### src/rtl/twiddle_mul.sv
// Twiddle multiplier behind a radix-2 SDF butterfly. DIFF-half samples are rotated by W_N^k and
// SUM-half samples by 1, both through the same 3-stage pipeline. Optional macro: TWM_SAT_EN.
module twiddle_mul #(
    parameter int IN_WIDTH  = 13,
    parameter int OUT_WIDTH = 13,
    parameter int TW_WIDTH  = 16,
    parameter int NUM_PAIR  = 16
) (
    input  logic                          clk,
    input  logic                          rstn,
    input  logic                          din_valid,
    input  logic signed [IN_WIDTH-1:0]    din_re,
    input  logic signed [IN_WIDTH-1:0]    din_im,
    input  logic                          frame_sync,
    output logic                          dout_valid,
    output logic signed [OUT_WIDTH-1:0]   dout_re,
    output logic signed [OUT_WIDTH-1:0]   dout_im,
    output logic [$clog2(2*NUM_PAIR)-1:0] dout_idx,
    output logic                          frame_done,
    output logic                          sat_flag
);

    localparam int  IW     = $clog2(2*NUM_PAIR);
    localparam int  KW     = IW - 1;
    localparam int  FRAC   = TW_WIDTH - 2;
    localparam int  PW     = IN_WIDTH + TW_WIDTH;
    localparam int  SW     = PW + 2;
    localparam int  STAGES = 3;
    localparam real PI     = 3.14159265358979323846;

    localparam logic [IW-1:0]              LAST = IW'(2*NUM_PAIR - 1);
    localparam logic signed [TW_WIDTH-1:0] ONE  = TW_WIDTH'(1 << FRAC);
    localparam logic signed [SW-1:0]       RND  = SW'(1) <<< (FRAC - 1);
`ifdef TWM_SAT_EN
    localparam logic signed [SW-1:0]       OMAX = SW'((1 << (OUT_WIDTH-1)) - 1);
    localparam logic signed [SW-1:0]       OMIN = SW'(-(1 << (OUT_WIDTH-1)));
`endif

    // Symmetric round-to-nearest so +/- table entries quantise identically.
    function automatic int q_round(input real x);
        return (x >= 0.0) ? int'($floor(x + 0.5)) : -int'($floor(-x + 0.5));
    endfunction

    function automatic int tw_cos(input int k);
        return q_round($cos(2.0 * PI * real'(k) / real'(2*NUM_PAIR)) * real'(1 << FRAC));
    endfunction

    function automatic int tw_nsin(input int k);
        return -q_round($sin(2.0 * PI * real'(k) / real'(2*NUM_PAIR)) * real'(1 << FRAC));
    endfunction

    logic signed [TW_WIDTH-1:0] cos_tab [NUM_PAIR];
    logic signed [TW_WIDTH-1:0] sin_tab [NUM_PAIR];

    for (genvar k = 0; k < NUM_PAIR; k++) begin : g_tab
        localparam int CK = tw_cos(k);
        localparam int DK = tw_nsin(k);
        assign cos_tab[k] = TW_WIDTH'(CK);
        assign sin_tab[k] = TW_WIDTH'(DK);
    end

    // Sample index: frame_sync wins over the running count for the current sample.
    logic [IW-1:0] idx, s_idx;
    logic [KW-1:0] k_sel;
    assign s_idx = frame_sync ? '0 : idx;
    assign k_sel = s_idx[KW-1:0];

    always_ff @(posedge clk or negedge rstn) begin
        if (!rstn)           idx <= '0;
        else if (din_valid)  idx <= (s_idx == LAST) ? '0 : s_idx + IW'(1);
        else if (frame_sync) idx <= '0;
    end

    logic [STAGES:1]            vld_pipe;
    logic signed [IN_WIDTH-1:0] a1, b1;
    logic signed [TW_WIDTH-1:0] c1, d1;
    logic [IW-1:0]              idx1, idx2;
    logic signed [PW-1:0]       ac, bd, ad, bc;
    logic signed [OUT_WIDTH-1:0] re_lim, im_lim;

    always_ff @(posedge clk or negedge rstn) begin
        if (!rstn) begin
            vld_pipe <= '0;
            a1 <= '0; b1 <= '0; c1 <= '0; d1 <= '0; idx1 <= '0;
            ac <= '0; bd <= '0; ad <= '0; bc <= '0; idx2 <= '0;
        end else begin
            vld_pipe <= {vld_pipe[STAGES-1:1], din_valid};
            if (din_valid) begin
                a1   <= din_re;
                b1   <= din_im;
                c1   <= s_idx[IW-1] ? cos_tab[k_sel] : ONE;
                d1   <= s_idx[IW-1] ? sin_tab[k_sel] : '0;
                idx1 <= s_idx;
            end
            if (vld_pipe[1]) begin
                ac   <= PW'(a1) * PW'(c1);
                bd   <= PW'(b1) * PW'(d1);
                ad   <= PW'(a1) * PW'(d1);
                bc   <= PW'(b1) * PW'(c1);
                idx2 <= idx1;
            end
        end
    end

`ifdef TWM_SAT_EN
    logic signed [SW-1:0] re_sh, im_sh;
    logic re_hi, re_lo, im_hi, im_lo, clip;
    assign re_sh  = (SW'(ac) - SW'(bd) + RND) >>> FRAC;
    assign im_sh  = (SW'(ad) + SW'(bc) + RND) >>> FRAC;
    assign re_hi  = re_sh > OMAX;
    assign re_lo  = re_sh < OMIN;
    assign im_hi  = im_sh > OMAX;
    assign im_lo  = im_sh < OMIN;
    assign re_lim = re_hi ? OUT_WIDTH'(OMAX) : re_lo ? OUT_WIDTH'(OMIN) : OUT_WIDTH'(re_sh);
    assign im_lim = im_hi ? OUT_WIDTH'(OMAX) : im_lo ? OUT_WIDTH'(OMIN) : OUT_WIDTH'(im_sh);
    assign clip   = re_hi | re_lo | im_hi | im_lo;

    always_ff @(posedge clk or negedge rstn) begin
        if (!rstn)                     sat_flag <= 1'b0;
        else if (vld_pipe[2] && clip)  sat_flag <= 1'b1;
    end
`else
    // Without saturation the upper bits are simply dropped.
    assign re_lim   = OUT_WIDTH'((SW'(ac) - SW'(bd) + RND) >>> FRAC);
    assign im_lim   = OUT_WIDTH'((SW'(ad) + SW'(bc) + RND) >>> FRAC);
    assign sat_flag = 1'b0;
`endif

    always_ff @(posedge clk or negedge rstn) begin
        if (!rstn) begin
            dout_re    <= '0;
            dout_im    <= '0;
            dout_idx   <= '0;
            frame_done <= 1'b0;
        end else begin
            dout_re    <= vld_pipe[2] ? re_lim : '0;
            dout_im    <= vld_pipe[2] ? im_lim : '0;
            dout_idx   <= vld_pipe[2] ? idx2 : '0;
            frame_done <= vld_pipe[2] && (idx2 == LAST);
        end
    end

    assign dout_valid = vld_pipe[STAGES];

endmodule

### config.mk
export PLATFORM = sky130hd
export DESIGN_NAME = twiddle_mul
export DESIGN_NICKNAME = d
export VERILOG_FILES = /design/src/rtl/twiddle_mul.sv
export SDC_FILE = /design/constraint.sdc
export NUM_CORES = 2
export LEC_CHECK = 0
export CORE_AREA = 2 2 297 299
export CTS_BUF_LIST = sky130_fd_sc_hd__clkbuf_4
export CTS_CLUSTER_SIZE = 10
export DETAILED_ROUTE_END_ITERATION = 10
export DIE_AREA = 0 0 299 301
export PLACE_DENSITY = 0.65
export SYNTH_ARGS = -nofsm -noshare
export SYNTH_HDL_FRONTEND = slang
export SYNTH_SLANG_ARGS = --single-unit
### constraint.sdc
create_clock -name clk -period 7.2 [get_ports clk]
set_input_delay 0.72 -clock clk [delete_from_list [all_inputs] [get_ports clk]]
set_output_delay 0.72 -clock clk [all_outputs]
set_load 0.005 [all_outputs]
==> flow_summary.json <==
{
  "syn_area_per_cell_sq_um": 9.539,
  "fin_area_sq_um": 41750,
  "finalCritPeriodShare_pct": 94.53,
  "yosysWarnings": 0,
  "ys_ff_latch": 214,
  "routed_wl_um": 99040,
  "slew_violations": 0,
  "numCtsBuffers": 73,
  "cp_cell_sequence": "nand2_1 > fa_1 > inv_1 > fa_1 > fa_1 > fa_1 > fa_1 > ha_1 > ha_1 > and3_1 > o2111ai_1 > a211oi_1 > buf_4 > o2111ai_2 > a31oi_1 > o21a_1 > nor2_1 > xnor2_1 > mux2_2",
  "first_global_vias": 28415,
  "use_met1_pct": 31.81,
  "start_kind": "flop",
  "portBuffers": 62,
  "dr.pass1.iters": 6,
  "synth_area_sq_um": 38700,
  "grt_max_degree": 135,
  "crit_fanout": 24,
  "use_met2_pct": 35.63,
  "place_area_sq_um": 40810,
  "synth_flop_cell": "dfrtp_1",
  "path_buf_inv": 2,
  "viasPerCell": 5.211,
  "worstPathArrival_ns": 7.54,
  "clock_sinks": 214,
  "worstMarginPinSlew_ns": 1.232,
  "ys_top_cells_by_count": "inv_1, fa_1, nand2_1, ha_1, and2_1",
  "ctsHtreeMaxLevel": 3,
  "worstSetupPathType": "reg -> reg",
  "cp.required_ns": 7.94,
  "finalWeightedCongestion": 0.8666,
  "ir_drop_mv": 0.1302,
  "endpoint_kind": "flop",
  "maxSlewHeadroom_pct": 17.85,
  "num_rows": 108,
  "grt.busiest_layer": "met2",
  "fin_nets": 5237,
  "wl_per_cell_um": 18.66,
  "min_period_ns": 6.806,
  "dp_slack_ns": 0.5758,
  "grt-ovfl-total": 0,
  "syn2layout_area_growth_pct": 7.873,
  "final-instance-count-excl-fill": 5307,
  "rsz0062_at_grt": "false",
  "grt_first_pass_wirelength_um": 159900,
  "synth_area_leaders": "fa_1, dfrtp_1, ha_1, inv_1, and2_1",
  "leakage_nw": 21.66,
  "status": "finished, final reports clean",
  "crit_family": "adder cells",
  "cts_tree": "built",
  "die_area_sq_um": 90000,
  "dr.first_iter.drc_count": 1748,
  "fin_ws_ns": 0.3937,
  "max_cap_violations": 0,
  "netlist_instances": 4057,
  "die_y_um": 301,
  "tns_ns": 0,
  "start_util_pct": 44.75,
  "fmax_mhz": 146.9,
  "grtUsageMet3_pct": 3.665,
  "place_inst": 5176,
  "whs_ns": 0.2326,
  "skew_ns": 0.07650,
  "synth_nets": 5197,
  "cp_common_cell": "fa_1",
  "io_pins": 64,
  "hold_path_class": "in -> reg",
  "synth_cell_types": 72,
  "setup_violations": 0,
  "antenna_found_initial": 3,
  "nFillCells": 8259,
  "hold_viol": 0,
  "synth_top_area_share_pct": 37.76,
  "synth-edff-count": 0,
  "core_sq_um": 86480,
  "synthMostInstantiatedCell": "inv_1",
  "num_vias": 27656,
  "grt_use_total_pct": 22.97,
  "power.density_nw_per_um2": 127.6,
  "insertion_delay_ns": 0.88,
  "dp.final_hpwl_um": 78520,
  "clock_tree.root_cell": "clkbuf_4",
  "register_area_sq_um": 5359,
  "drive_gt1_share_pct": 7.785,
  "ant_nets": 0,
  "fp.dieW_um": 299,
  "postCtsSetupBuffers": 0,
  "multi_input_area_sq_um": 29590,
  "clk_pin_slew_worst_paths_ns": 0.06,
  "synth_top_cell_by_area": "fa_1",
  "slowest_stage": "dfrtp_1",
  "utilization_pct": 48.27,
  "synth_seq_area_share_pct": 13.84,
  "async_reset_ff_share_pct": 100.0,
  "cpPeakStageDelay_ns": 1.14,
  "clk_path_buf_depth": 3,
  "drc": 0,
  "power_mw": 5.327
}
## routing by layer
| metal | wire (um) | share of wire, % | vias up |
|---|---|---|---|
| met4 | 5072 | 5.1 | 2 |
| met3 | 6257 | 6.3 | 194 |
| met5 | 13 | 0.013 | - |
| li1 | - | - | 12603 |
| met2 | 44980 | 45 | 848 |
| met1 | 42710 | 43 | 14009 |
## final cells by class
class | count | share of cell area (%)
clock inverters | 29 | 0.4346
multi-input cells | 2845 | 70.89
diodes | 3 | 0.01798
repair buffers | 166 | 3.429
inverters | 797 | 7.166
flip-flops and latches | 214 | 12.84
well taps | 1155 | 3.462
clock buffers | 98 | 1.762
## flip-flops by register name, indices dropped and copies added (netlist names)
name        flops
vld_pipe        3
c1             16
idx1            5
ad             27
bc             27
d1             14
bd             27
dout_idx        5
dout_im        13
idx2            5
idx             5
a1             13
ac             27
b1             13
dout_re        13
frame_done      1
## final timing paths
kind / slack, ns / depth (start not counted) / endpoint / from
max reg2reg: 0.39 / 19 / ac[24]$_DFFE_PN0P_ / a1[7]$_DFFE_PN0P_
max in group asynchronous: 5.39 / 3 / bd[26]$_DFFE_PN0P_ / rstn
min: 0.23 / 1 / vld_pipe[1]$_DFF_PN0_ / din_valid
min reg2reg: 0.49 / 2 / ad[17]$_DFFE_PN0P_ / ad[17]$_DFFE_PN0P_
min in group asynchronous: 0.46 / 2 / ad[9]$_DFFE_PN0P_ / rstn
max: 0.39 / 19 / ac[24]$_DFFE_PN0P_ / a1[7]$_DFFE_PN0P_
## what timing repair did
item,4_1_cts,5_1_grt
hold buffers,1,0
endpoints found under the hold margin,80,0
resized for setup,0,0
## layout by cell type (no fill, tap or decap), drive strengths merged, types with 7 or more instances in the layout
cell type and instances:
or3 13, nor3 28, clkdlybuf4s50 60, o211ai 14, o31ai 15, clkinv 27
nor2b 57, o21bai 8, ha 380, o2111ai 10, a21o 36, a21boi 9
fa 730, o21ai 95, mux2i 15, mux2 84, buf 105, nand3 23
nor4 8, xnor2 80, nand2 502, a31oi 18, and2 331, o22ai 17
dfrtp 214, o21a 26, nand2b 20, clkbuf 98, nor2 96, nand4 8
inv 795, and3 10, nand3b 7, a21oi 93, xor2 37, a211oi 16
## worst register-to-register path, delay by kind of cell (launching register included)
family                   cells  cell delay (ns)
flip-flops                   1             1.14
adder cells (fa/ha/maj)      7             3.21
AO/OA/AOI/OAI                5             1.21
multiplexers                 1             0.26
AND/OR/NAND/NOR              3             0.52
XOR/XNOR                     1             0.11
buffers and inverters        2             0.25
## logic make-up (layout without fill, tap and decap cells)
group | count (synthesis) | in the layout | synth area share [%]
buf+inv | 998 | 1090 | 9.690
other cells | 1 | 4 | 0.009690
compound gates | 401 | 401 | 6.835
xor+xnor | 117 | 117 | 2.648
fa+ha+maj | 1110 | 1110 | 50.05
simple gates | 1117 | 1117 | 14.10
mux | 99 | 99 | 2.832
flops | 214 | 214 | 13.84
## where the power goes
group	internal, mW	total, mW	switching (mW)
combinational	1.04	2.31	1.27
clock	0.705	1.39	0.685
sequential	1.39	1.63	0.238
Power figures use the tool's default switching activity.
